### config.mk
export PLATFORM = sky130hd
export DESIGN_NAME = capture_playback_ctrl
export DESIGN_NICKNAME = d
export VERILOG_FILES = /design/src/rtl/capture_playback_ctrl.sv
export SDC_FILE = /design/constraint.sdc
export NUM_CORES = 1
export LEC_CHECK = 0
export BUFFER_PORTS_ARGS = -buffer_cell sky130_fd_sc_hd__buf_2
export CORE_ASPECT_RATIO = 1.75
export CORE_UTILIZATION = 56
export CTS_CLUSTER_SIZE = 20
export DETAILED_ROUTE_END_ITERATION = 12
export GPL_ROUTABILITY_DRIVEN = 0
export PLACE_DENSITY = 0.85
export SLEW_MARGIN = 20
export SYNTH_ARGS = -nofsm -noshare
export SYNTH_HDL_FRONTEND = slang
export SYNTH_SLANG_ARGS = --single-unit
### constraint.sdc
create_clock -name clk -period 3.7 [get_ports clk]
set_input_delay 1.11 -clock clk [delete_from_list [all_inputs] [get_ports clk]]
set_output_delay 1.11 -clock clk [all_outputs]
set_load 0.02 [all_outputs]
### src/rtl/capture_playback_ctrl.sv
// Purpose: capture a triggered burst of samples into an SDP block RAM, then play it back in order.
// Latency: a sample reaches the RAM write port one cycle after acceptance; playback data appears two cycles after a read issues.
// Backpressure: none on the sample input; the playback side obeys m_ready via a 2-entry skid buffer and read throttling.
module capture_playback_ctrl #(
  parameter int AW = 12,
  parameter int DW = 16
) (
  input  logic          clk,
  input  logic          reset,
  input  logic          arm,
  input  logic [AW-1:0] cap_len,
  input  logic          trig,
  input  logic          s_valid,
  input  logic [DW-1:0] s_data,
  output logic          m_valid,
  output logic [DW-1:0] m_data,
  output logic          m_last,
  input  logic          m_ready,
  output logic          busy,
  output logic          done,
  output logic          ram_cea,
  output logic [AW-1:0] ram_ada,
  output logic [DW-1:0] ram_din,
  output logic          ram_ceb,
  output logic [AW-1:0] ram_adb,
  output logic          ram_oce,
  input  logic [DW-1:0] ram_dout
);

  typedef enum logic [2:0] {
    S_IDLE, S_ARMED, S_CAPTURE, S_FLUSH, S_DRAIN, S_DONE
  } state_t;

  state_t state_q, state_d;

  // Counters carry one extra bit so a full 2^AW burst terminates without wrapping.
  logic [AW:0] len_q, wr_cnt_q, rd_cnt_q, wr_nxt, rd_nxt;
  logic        ceb_last_q, dout_vld_q, dout_last_q;
  logic [1:0]  occ_q, occ_d;
  logic [DW:0] skid0_q, skid1_q, skid0_d, skid1_d;   // {last, data}
  logic        accept, issue, pop, pop_skid, push, head_last;
  logic [2:0]  inflight_sum;

  assign wr_nxt = wr_cnt_q + {{AW{1'b0}}, 1'b1};
  assign rd_nxt = rd_cnt_q + {{AW{1'b0}}, 1'b1};

  // Handshake, throttling and status decode; the RAM output acts as the head entry when the skid is empty.
  always_comb begin
    m_valid      = 1'b0;
    m_data       = '0;
    head_last    = 1'b0;
    busy         = (state_q != S_IDLE);
    done         = (state_q == S_DONE);
    ram_oce      = 1'b1;
    if (occ_q != 2'd0) begin
      m_data    = skid0_q[DW-1:0];
      head_last = skid0_q[DW];
    end else if (dout_vld_q) begin
      m_data    = ram_dout;
      head_last = dout_last_q;
    end
    m_valid      = (state_q == S_DRAIN) && ((occ_q != 2'd0) || dout_vld_q);
    m_last       = m_valid && head_last;
    pop          = m_valid && m_ready;
    pop_skid     = pop && (occ_q != 2'd0);
    push         = dout_vld_q && !(pop && (occ_q == 2'd0));
    accept       = s_valid && (((state_q == S_ARMED) && trig) || (state_q == S_CAPTURE));
    inflight_sum = {1'b0, occ_q} + {2'b00, ram_ceb} + {2'b00, dout_vld_q};
    issue        = (state_q == S_DRAIN) && (rd_cnt_q < len_q) &&
                   (inflight_sum < (pop ? 3'd3 : 3'd2));
  end

  // Next-state logic for the capture/playback sequence.
  always_comb begin
    state_d = state_q;
    case (state_q)
      S_IDLE:    if (arm) state_d = S_ARMED;
      S_ARMED:   if (trig) state_d = (accept && (wr_nxt == len_q)) ? S_FLUSH : S_CAPTURE;
      S_CAPTURE: if (accept && (wr_nxt == len_q)) state_d = S_FLUSH;
      S_FLUSH:   state_d = S_DRAIN;
      S_DRAIN:   if (pop && head_last) state_d = S_DONE;
      S_DONE:    state_d = S_IDLE;
      default:   state_d = S_IDLE;
    endcase
  end

  // State register.
  always_ff @(posedge clk) begin
    if (reset) state_q <= S_IDLE;
    else       state_q <= state_d;
  end

  // Skid buffer update: pop the head first, then append the RAM word unless it was consumed directly.
  always_comb begin
    occ_d   = occ_q;
    skid0_d = skid0_q;
    skid1_d = skid1_q;
    if (pop_skid) begin
      skid0_d = skid1_q;
      occ_d   = occ_q - 2'd1;
    end
    if (push) begin
      if (occ_d == 2'd0) skid0_d = {dout_last_q, ram_dout};
      else               skid1_d = {dout_last_q, ram_dout};
      occ_d = occ_d + 2'd1;
    end
  end

  // Registered RAM ports, burst counters and read pipeline tracking.
  always_ff @(posedge clk) begin
    if (reset) begin
      len_q       <= '0;
      wr_cnt_q    <= '0;
      rd_cnt_q    <= '0;
      ram_cea     <= 1'b0;
      ram_ada     <= '0;
      ram_din     <= '0;
      ram_ceb     <= 1'b0;
      ram_adb     <= '0;
      ceb_last_q  <= 1'b0;
      dout_vld_q  <= 1'b0;
      dout_last_q <= 1'b0;
      occ_q       <= '0;
      skid0_q     <= '0;
      skid1_q     <= '0;
    end else begin
      ram_cea <= accept;
      if (accept) begin
        ram_ada  <= wr_cnt_q[AW-1:0];
        ram_din  <= s_data;
        wr_cnt_q <= wr_nxt;
      end
      if ((state_q == S_IDLE) && arm) begin
        len_q    <= (cap_len == '0) ? {1'b1, {AW{1'b0}}} : {1'b0, cap_len};
        wr_cnt_q <= '0;
        rd_cnt_q <= '0;
      end
      ram_ceb <= issue;
      if (issue) begin
        ram_adb    <= rd_cnt_q[AW-1:0];
        ceb_last_q <= (rd_nxt == len_q);
        rd_cnt_q   <= rd_nxt;
      end
      dout_vld_q  <= ram_ceb;
      dout_last_q <= ram_ceb && ceb_last_q;
      occ_q       <= occ_d;
      skid0_q     <= skid0_d;
      skid1_q     <= skid1_d;
    end
  end

endmodule

After elaboration in Yosys (flattened, before gate mapping)
Cells that the tools add are included.
{ "totals": {"regBits": 123, "in_bits": 50, "out_inout_bits": 63, "elab_cells": 81} }
{ "op_classes": {"addsub": 6, "order_cmp": 2, "n_eq_ne": 11, "n_mux": 19, "n_bitwise": 1, "reduce_logical": 27} }
{ "ops": {"columns": ["cell", "n"], "rows": [
  ["$mux 17", 3],
  ["$mux 13", 3],
  ["$mux 16", 2],
  ["$add 13x1->13 const B", 2],
  ["$eq 13x13->1", 2],
  ["$pmux 3 s5", 1],
  ["$logic_and 1x1->1", 14],
  ["$lt 13x13->1", 1],
  ["$logic_not 12->1", 1],
  ["$mux 3", 4],
  ["$eq 3x2->1 const B", 2],
  ["$eq 3x3->1 const B", 2],
  ["$logic_not 2->1", 2],
  ["$mux 1", 4],
  ["$mux 2", 2],
  ["$ne 2x1->1 const B", 2],
  ["$ne 2x2->1 const B", 2],
  ["$reduce_and 4->1", 1],
  ["$reduce_bool 2->1", 2],
  ["$add 2x1->3", 1],
  ["$add 3x1->3", 1],
  ["$eq 3x1->1 const B", 1],
  ["$logic_not 3->1", 1],
  ["$lt 3x2->1", 1],
  ["8 further kinds", 9]
]} }

Depth between registers and ports, before layout
Gate-level depths: netlist of the first run.
{ "depth": {"word_depth": 9, "ltp_mapped": 12, "depth_no_buf": 9} }

Least setup slack after synthesis of the first run
Ideal clock, no wire load.
{ "synth_path": {"path_kind": "input to register", "startpoint": "input port m_ready", "endpoint": "register skid1_q[0]", "setup_time_ns": 0.132, "arrival_time_ns": 2.859, "t_required_ns": 3.568, "setup_slack_ns": 0.709, "cell_stages": 9, "n_path_buf": 3, "cell_sequence": "nor3b_1 buf_2 mux2_2 ha_1 or2_2 clkbuf_1 clkbuf_1 nand2_1 a21oi_1"} }
{ "synth_via": {"elab_chain_len": 6, "word_cells_on_any_way": 9, "classes_between": "1 x mux; 1 x bitwise; 7 x reduce/logical"} }
{ "synth_lines": {"columns": ["element", "line", "text"], "rows": [
  ["start: declaration", "18", "input logic m_ready,"],
  ["$logic_and 1x1->1 *", "64", "pop = m_valid && m_ready;"],
  ["$logic_and 1x1->1", "65", "pop_skid = pop && (occ_q != 2'd0);"],
  ["$mux 2", "98", "if (pop_skid) begin"],
  ["$logic_not 2->1", "103", "if (occ_d == 2'd0) skid0_d = {dout_last_q, ram_dout};"],
  ["$not 1->1 (no source line)", null, null],
  ["$reduce_and 2->1 (no source line) *", null, null],
  ["end signal: assignment", "148", "skid1_q <= skid1_d;"],
  ["end: declaration", "40", "logic [DW:0] skid0_q, skid1_q, skid0_d, skid1_d;"]
]} }
Every way passes the cells marked *; elsewhere a longest branch is shown, timed or not.
A chain may end at the register's enable or synchronous reset.

Worst setup path after layout of the first run
{ "layout_path": {"startpoint": "register occ_q[0]", "endpoint": "output port m_last"} }
{ "layout_via": {"elab_chain_len": 4, "word_cells_on_any_way": 5, "classes_between": "1 x mux; 4 x reduce/logical"} }
{ "layout_lines": {"columns": ["element", "line", "text"], "rows": [
  ["start: declaration", "39", "logic [1:0] occ_q, occ_d;"],
  ["start signal: assignment", "123", "occ_q <= '0;"],
  ["start signal: assignment", "146", "occ_q <= occ_d;"],
  ["$reduce_bool 2->1 *", "55, 62", null],
  ["$logic_or 1x1->1", "62", "m_valid = (state_q == S_DRAIN) && ((occ_q != 2'd0) || dout_vld_q);"],
  ["$logic_and 1x1->1", "62", null],
  ["$logic_and 1x1->1 *", "63", "m_last = m_valid && head_last;"],
  ["end: declaration", "17", "output logic m_last,"]
]} }
Marked as above.

==> results of run 1 <==
[layout by cell type (no fill, tap or decap), types with 6 or more instances in the layout]
cell type  count
a21oi_1       64
nor3_1        12
clkbuf_16     17
a31oi_1       11
buf_4         10
nand2_1      130
inv_1         36
xor2_1        20
xnor2_1       25
nor2b_1        7
ha_1          18
mux2i_1       31
o21ai_0       45
nor2_1        63
nand2b_1      11
nor3b_1        6
dfxtp_1      123
nand4_1       10
nand3_1       39
a211oi_1      20
buf_2        110
[cell families after synthesis]
group	count (synthesis)	synth area share [%]
AOI/OAI and AO/OA	165	15.7
xor gates and xnor gates	45	6.29
adders and majority gates	20	4.08
buffers and inverters	98	6.19
DFF	123	39.3
muxes	33	5.31
other	1	0.0599
and+or+nand+nor	311	23.0
[worst paths after layout]
check,depth (start not counted),endpoint,from
max,7,m_last,occ_q[0]$_SDFF_PP0_
min,2,ram_din[7]$_SDFFE_PP0P_,ram_din[7]$_SDFFE_PP0P_
max reg2reg,11,skid0_q[2]$_SDFF_PP0_,occ_q[0]$_SDFF_PP0_
min reg2reg,2,ram_din[7]$_SDFFE_PP0P_,ram_din[7]$_SDFFE_PP0P_
[routing by layer]
metal | GRT usage [%] | part of all wire [%]
met5 | 0 | 0
met2 | 49.4 | 52
met4 | 18.7 | 4.8
met1 | 31.6 | 39
met3 | 5.40 | 4.7
[flip-flops by register name, summed over array words and instances, names as in the netlist]
name / count
ceb_last_q: 1
dout_last_q: 1
dout_vld_q: 1
len_q: 13
occ_q: 2
ram_ada: 12
ram_adb: 12
ram_cea: 1
ram_ceb: 1
ram_din: 16
rd_cnt_q: 13
skid0_q: 17
skid1_q: 17
state_q: 3
wr_cnt_q: 13
[synthesized netlist by cell type, drive strengths merged, types with 10 or more instances]
master / count / share of area, %
nand3: 39 / 3.1
dfxtp: 123 / 39
xnor2: 25 / 3.5
a21oi: 64 / 5.1
buf: 17 / 1.3
nand4: 10 / 1.0
nor2: 63 / 3.8
nor3: 12 / 0.96
o21ai: 46 / 3.7
xor2: 20 / 2.8
ha: 18 / 3.6
mux2i: 31 / 5.0
clkbuf: 45 / 2.7
nand2b: 11 / 1.1
inv: 36 / 2.2
a211oi: 20 / 2.4
a31oi: 11 / 1.1
nand2: 130 / 7.8
[through the flow]
stage / utilization (%) / instance area, sq um / total power [W]
CTS: 68.8 / 7400 / 0.00321
floorplan: - / 6260 / 0.00155
global placement: 63.5 / 6830 / 0.00162
detailed placement: 63.5 / 6830 / 0.00163
finish: 68.8 / 7400 / 0.00318
global route: 68.8 / 7400 / 0.00329
[tightest hold or removal path, cell delays in order, from the launching register on]
cell and delay (ns):
dfxtp_1 0.30, nand2_1 0.05, a21oi_1 0.05
[cell type report]
| type | count | area [sq um] |
|---|---|---|
| multi-input combinational | 575 | 3420 |
| fill | 931 | 3360 |
| sequential | 123 | 2460 |
| timing repair buffer | 121 | 646 |
| clock buffer | 19 | 453 |
| tap | 130 | 163 |
| inverter | 36 | 135 |
| clock inverter | 13 | 119 |
[power groups by stage]
stage / Sequential, W / Combinational, W / Clock (W)
detailed placement: 0.00140 / 0.000227 / 0
global placement: 0.00140 / 0.000224 / 0
finish: 0.00137 / 0.000231 / 0.00158
floorplan: 0.00140 / 0.000151 / 0
CTS: 0.00137 / 0.000229 / 0.00160
global route: 0.00138 / 0.000255 / 0.00166
==> impl_metrics.py, run 1 <==
metrics = {
    "outcome": {
        "outcome": "completed",
    },
    "power": {
        "powerDensity_nw_per_um2": 430,
        "intPower_w": 0.00239,
        "clock_power_share_pct": 49.6,
        "vdd_drop_max_uv": 375,
        "p_switching_w": 0.000791,
        "seqPwrFrac_pct": 43.1,
        "p_comb_share_pct": 7.2,
        "p_sw_share_pct": 24.8,
        "leakage_nw": 2.98,
    },
    "logic_synthesis": {
        "synth_cells": 796,
        "ys_ff_latch": 123,
        "netlist_area_sq_um": 6260,
        "ys_async_sr_fraction_pct": 0,
        "netlist-cell-type-count": 57,
        "syn_nets": 865,
        "synth_warnings": 0,
        "syn_avg_cell_area_sq_um": 7.87,
        "ys_seq_area_share_pct": 39.3,
        "synth_ff_type": "dfxtp_1",
        "synth-edff-count": 0,
    },
    "timing": {
        "worst_pin_slew_ns": 0.874,
        "tns_ns": 0,
        "relSlewSlack_pct": 41.7,
        "finalMaxSlewViolations": 0,
        "rsz0062_at_grt": "no",
        "fin_skew_ns": 0.00896,
        "final.setup.worst_slack_ns": 0.367,
        "setup-violations-final": 0,
        "hold_viol_final": 0,
        "fin_crit_sh_pct": 90.1,
        "max_freq_mhz": 300,
        "fin_crit_ns": 3.33,
        "holdWs_ns": 0.449,
    },
    "clocking": {
        "cts_buffer_depth": 2,
        "cts.sink_count": 123,
        "cts_resized": 0,
        "clock_latency_ns": 0.42,
        "post_cts.repair.setup_buffers": 0,
        "cts_hold_buffers": 0,
        "numCtsBuffers": 17,
        "cts_htree_levels": 4,
        "clk_pin_slew_ns": 0.06,
        "cts_tree": "yes",
        "root_buffer": "clkbuf_16",
    },
    "setup_path": {
        "critical_path.max_stage_delay_ns": 0.48,
        "end_kind": "output port",
        "required_ns": 2.59,
        "reg2reg_slack_ns": 0.79,
        "cp.arrival_ns": 2.22,
        "crit_path_cell_trace": "inv_1 > ha_1 > buf_4 > nor2b_1 > a31oi_1 > nor2_1 > buf_2",
        "cp_top_family": "buffers and inverters",
        "worst-path-buf-inv": 3,
        "worstSetupStartpointType": "flop",
        "worstPathMaxFanout": 22,
        "slowest_stage": "ha_1",
        "worstSetupPathType": "flop to output port",
    },
    "layout": {
        "drive_gt1_share_pct": 18.6,
        "fin_nets": 943,
        "area_growth_pct": 18.1,
        "n_antenna_cell": 0,
        "final_cells": 1017,
    },
    "drt": {
        "wl_um": 15900,
        "drc": 0,
        "via_per_inst": 5.80,
        "wire_per_inst_um": 15.6,
        "drtPass1Iterations": 5,
        "vias": 5901,
        "ant_nets": 0,
        "drtIter0Drc": 258,
    },
    "global_routing": {
        "grt-ovfl-total": 0,
        "track_usage_pct": 28.9,
        "grt_pass1_wl_um": 25900,
        "grt_pass1_vias": 5549,
        "antenna_found_initial": 0,
        "grt_max_degree": 51,
    },
    "die": {
        "die_area_sq_um": 11600,
        "rows": 50,
        "initial_utilization_pct": 58.2,
        "fp.dieH_um": 142,
        "die_w_um": 81.9,
        "ios": 113,
        "coreArea_sq_um": 10800,
    },
    "placement": {
        "port_buffers": 111,
        "dp_cells": 985,
        "dp_hpwl_um": 11100,
        "dp_slack_ns": 0.693,
    },
    "hold_path": {
        "hold_path.class": "flop to flop",
    },
    "flow_run": {
        "cap_violations": 0,
    },
}
(Power assumes the default switching activity.)
==> run 2, diff against run 1 <==
--- a/config.mk
+++ b/config.mk
@@ -11,6 +11,8 @@
 export CTS_CLUSTER_SIZE = 20
 export DETAILED_ROUTE_END_ITERATION = 12
 export GPL_ROUTABILITY_DRIVEN = 0
+export HOLD_SLACK_MARGIN = 0.08
+export MAX_ROUTING_LAYER = met4
 export PLACE_DENSITY = 0.85
 export SLEW_MARGIN = 20
 export SYNTH_ARGS = -nofsm -noshare
==> run 2 against run 1 <==
Clock power barely moved. Die area did not move. Combinational power barely moved. Via count rose by 0.44%. Clock-buffer cell count did not move. Utilization did not move. Largest cell class unchanged.
==> impl_metrics.py, run 2 (synthesis gave the netlist of run 1 again) <==
metrics = {
    "power": {
        "leakage_nw": 2.98,
        "vdd_drop_max_uv": 384,
        "p_comb_share_pct": 7.3,
        "powerDensity_nw_per_um2": 431,
        "intPower_w": 0.00239,
        "seqPwrFrac_pct": 43.1,
        "p_sw_share_pct": 25.0,
        "clock_power_share_pct": 49.7,
        "p_total_w": 0.00319,
        "p_switching_w": 0.000796,
    },
    "clocking": {
        "cts_resized": 0,
        "numCtsBuffers": 17,
        "cts_tree": "yes",
        "cts_buffer_depth": 2,
        "post_cts.repair.setup_buffers": 0,
        "clock_latency_ns": 0.43,
        "cts.sink_count": 123,
        "cts_hold_buffers": 0,
        "clk_pin_slew_ns": 0.06,
        "root_buffer": "clkbuf_16",
        "cts_htree_levels": 4,
    },
    "setup_path": {
        "worstPathMaxFanout": 22,
        "end_kind": "output port",
        "required_ns": 2.59,
        "cp.arrival_ns": 2.23,
        "worstSetupPathType": "flop to output port",
        "worstSetupStartpointType": "flop",
    },
    "placement": {
        "dpl-instance-area_sq_um": 6830,
        "port_buffers": 111,
        "dp_hpwl_um": 11100,
        "dp_slack_ns": 0.693,
    },
    "drt": {
        "drtIter0Drc": 295,
        "wire_per_inst_um": 15.7,
        "via_per_inst": 5.83,
        "ant_nets": 0,
        "wl_um": 15900,
        "drtPass1Iterations": 5,
        "drc": 0,
        "vias": 5927,
    },
    "timing": {
        "relSlewSlack_pct": 41.0,
        "tns_ns": 0,
        "fin_crit_sh_pct": 90.1,
        "max_freq_mhz": 300,
        "final.setup.worst_slack_ns": 0.365,
        "fin_skew_ns": 0.00955,
        "finalMaxSlewViolations": 0,
        "hold_viol_final": 0,
        "rsz0062_at_grt": "no",
        "fin_crit_ns": 3.34,
        "holdWs_ns": 0.451,
        "setup-violations-final": 0,
        "worst_pin_slew_ns": 0.886,
    },
    "die": {
        "die_area_sq_um": 11600,
        "die_w_um": 81.9,
        "coreArea_sq_um": 10800,
        "rows": 50,
        "ios": 113,
        "fp.dieH_um": 142,
        "initial_utilization_pct": 58.2,
    },
    "layout": {
        "fin_nets": 943,
        "reg_top3": "skid0_q x17, skid1_q x17, ram_din x16",
        "design_area_sq_um": 7400,
        "final_common_cell": "nand2_1",
        "area_growth_pct": 18.1,
        "drive_gt1_share_pct": 18.6,
        "final_cell_mix": "130 x nand2_1, 123 x dfxtp_1, 110 x buf_2",
        "n_antenna_cell": 0,
    },
    "global_routing": {
        "antenna_found_initial": 0,
        "grt_pass1_wl_um": 26000,
        "track_usage_pct": 29.8,
        "grt_pass1_vias": 5534,
        "grt-ovfl-total": 0,
        "grt_max_degree": 51,
    },
    "hold_path": {
        "hold_path.class": "flop to flop",
    },
    "outcome": {
        "outcome": "completed",
    },
    "flow_run": {
        "cap_violations": 0,
    },
}
-- run 2: per-stage QoR --
stage	std cells	utilization (%)
after floorplan	796	-
after global placement	985	63.5
after detailed placement	985	63.5
after CTS	1017	68.8
after global routing	1017	68.8
final	1017	68.8
-- run 2: worst max-delay path, cell delays in order, from the launching register on --
cell     delay (ns)
dfxtp_1        0.32
inv_1          0.09
ha_1           0.48
buf_4          0.33
nor2b_1        0.07
a31oi_1        0.26
nor2_1         0.08
buf_2          0.16
-- run 2: area by class of cell --
type / count / area (sq um)
repair buffers: 121 / 646
clock inverters: 13 / 119
inverters: 36 / 135
multi-input cells: 575 / 3420
flip-flops and latches: 123 / 2460
well taps: 130 / 163
fillers: 931 / 3360
clock buffers: 19 / 453
-- run 2: final timing paths --
kind,startpoint,to,slack (ns),depth (start not counted)
setup reg to reg,occ_q[0]$_SDFF_PP0_,skid0_q[2]$_SDFF_PP0_,0.78,11
hold reg to reg,ram_din[7]$_SDFFE_PP0P_,ram_din[7]$_SDFFE_PP0P_,0.45,2
setup / recovery,occ_q[0]$_SDFF_PP0_,m_last,0.36,7
hold / removal,ram_din[7]$_SDFFE_PP0P_,ram_din[7]$_SDFFE_PP0P_,0.45,2
-- run 2: power groups by stage --
| stage | logic, W | clock network (W) | registers (W) |
|---|---|---|---|
| after floorplan | 0.000151 | 0 | 0.00140 |
| final | 0.000231 | 0.00158 | 0.00137 |
| after global placement | 0.000224 | 0 | 0.00140 |
| after CTS | 0.000229 | 0.00160 | 0.00137 |
| after global routing | 0.000255 | 0.00166 | 0.00138 |
| after detailed placement | 0.000227 | 0 | 0.00140 |
-- run 2: routing by layer --
| layer | part of all wire [%] | GRT usage [%] |
|---|---|---|
| met2 | 52 | 49.5 |
| met5 | 0 | - |
| met4 | 4.7 | 19.5 |
| met1 | 38 | 31.9 |
| met3 | 4.9 | 4.57 |
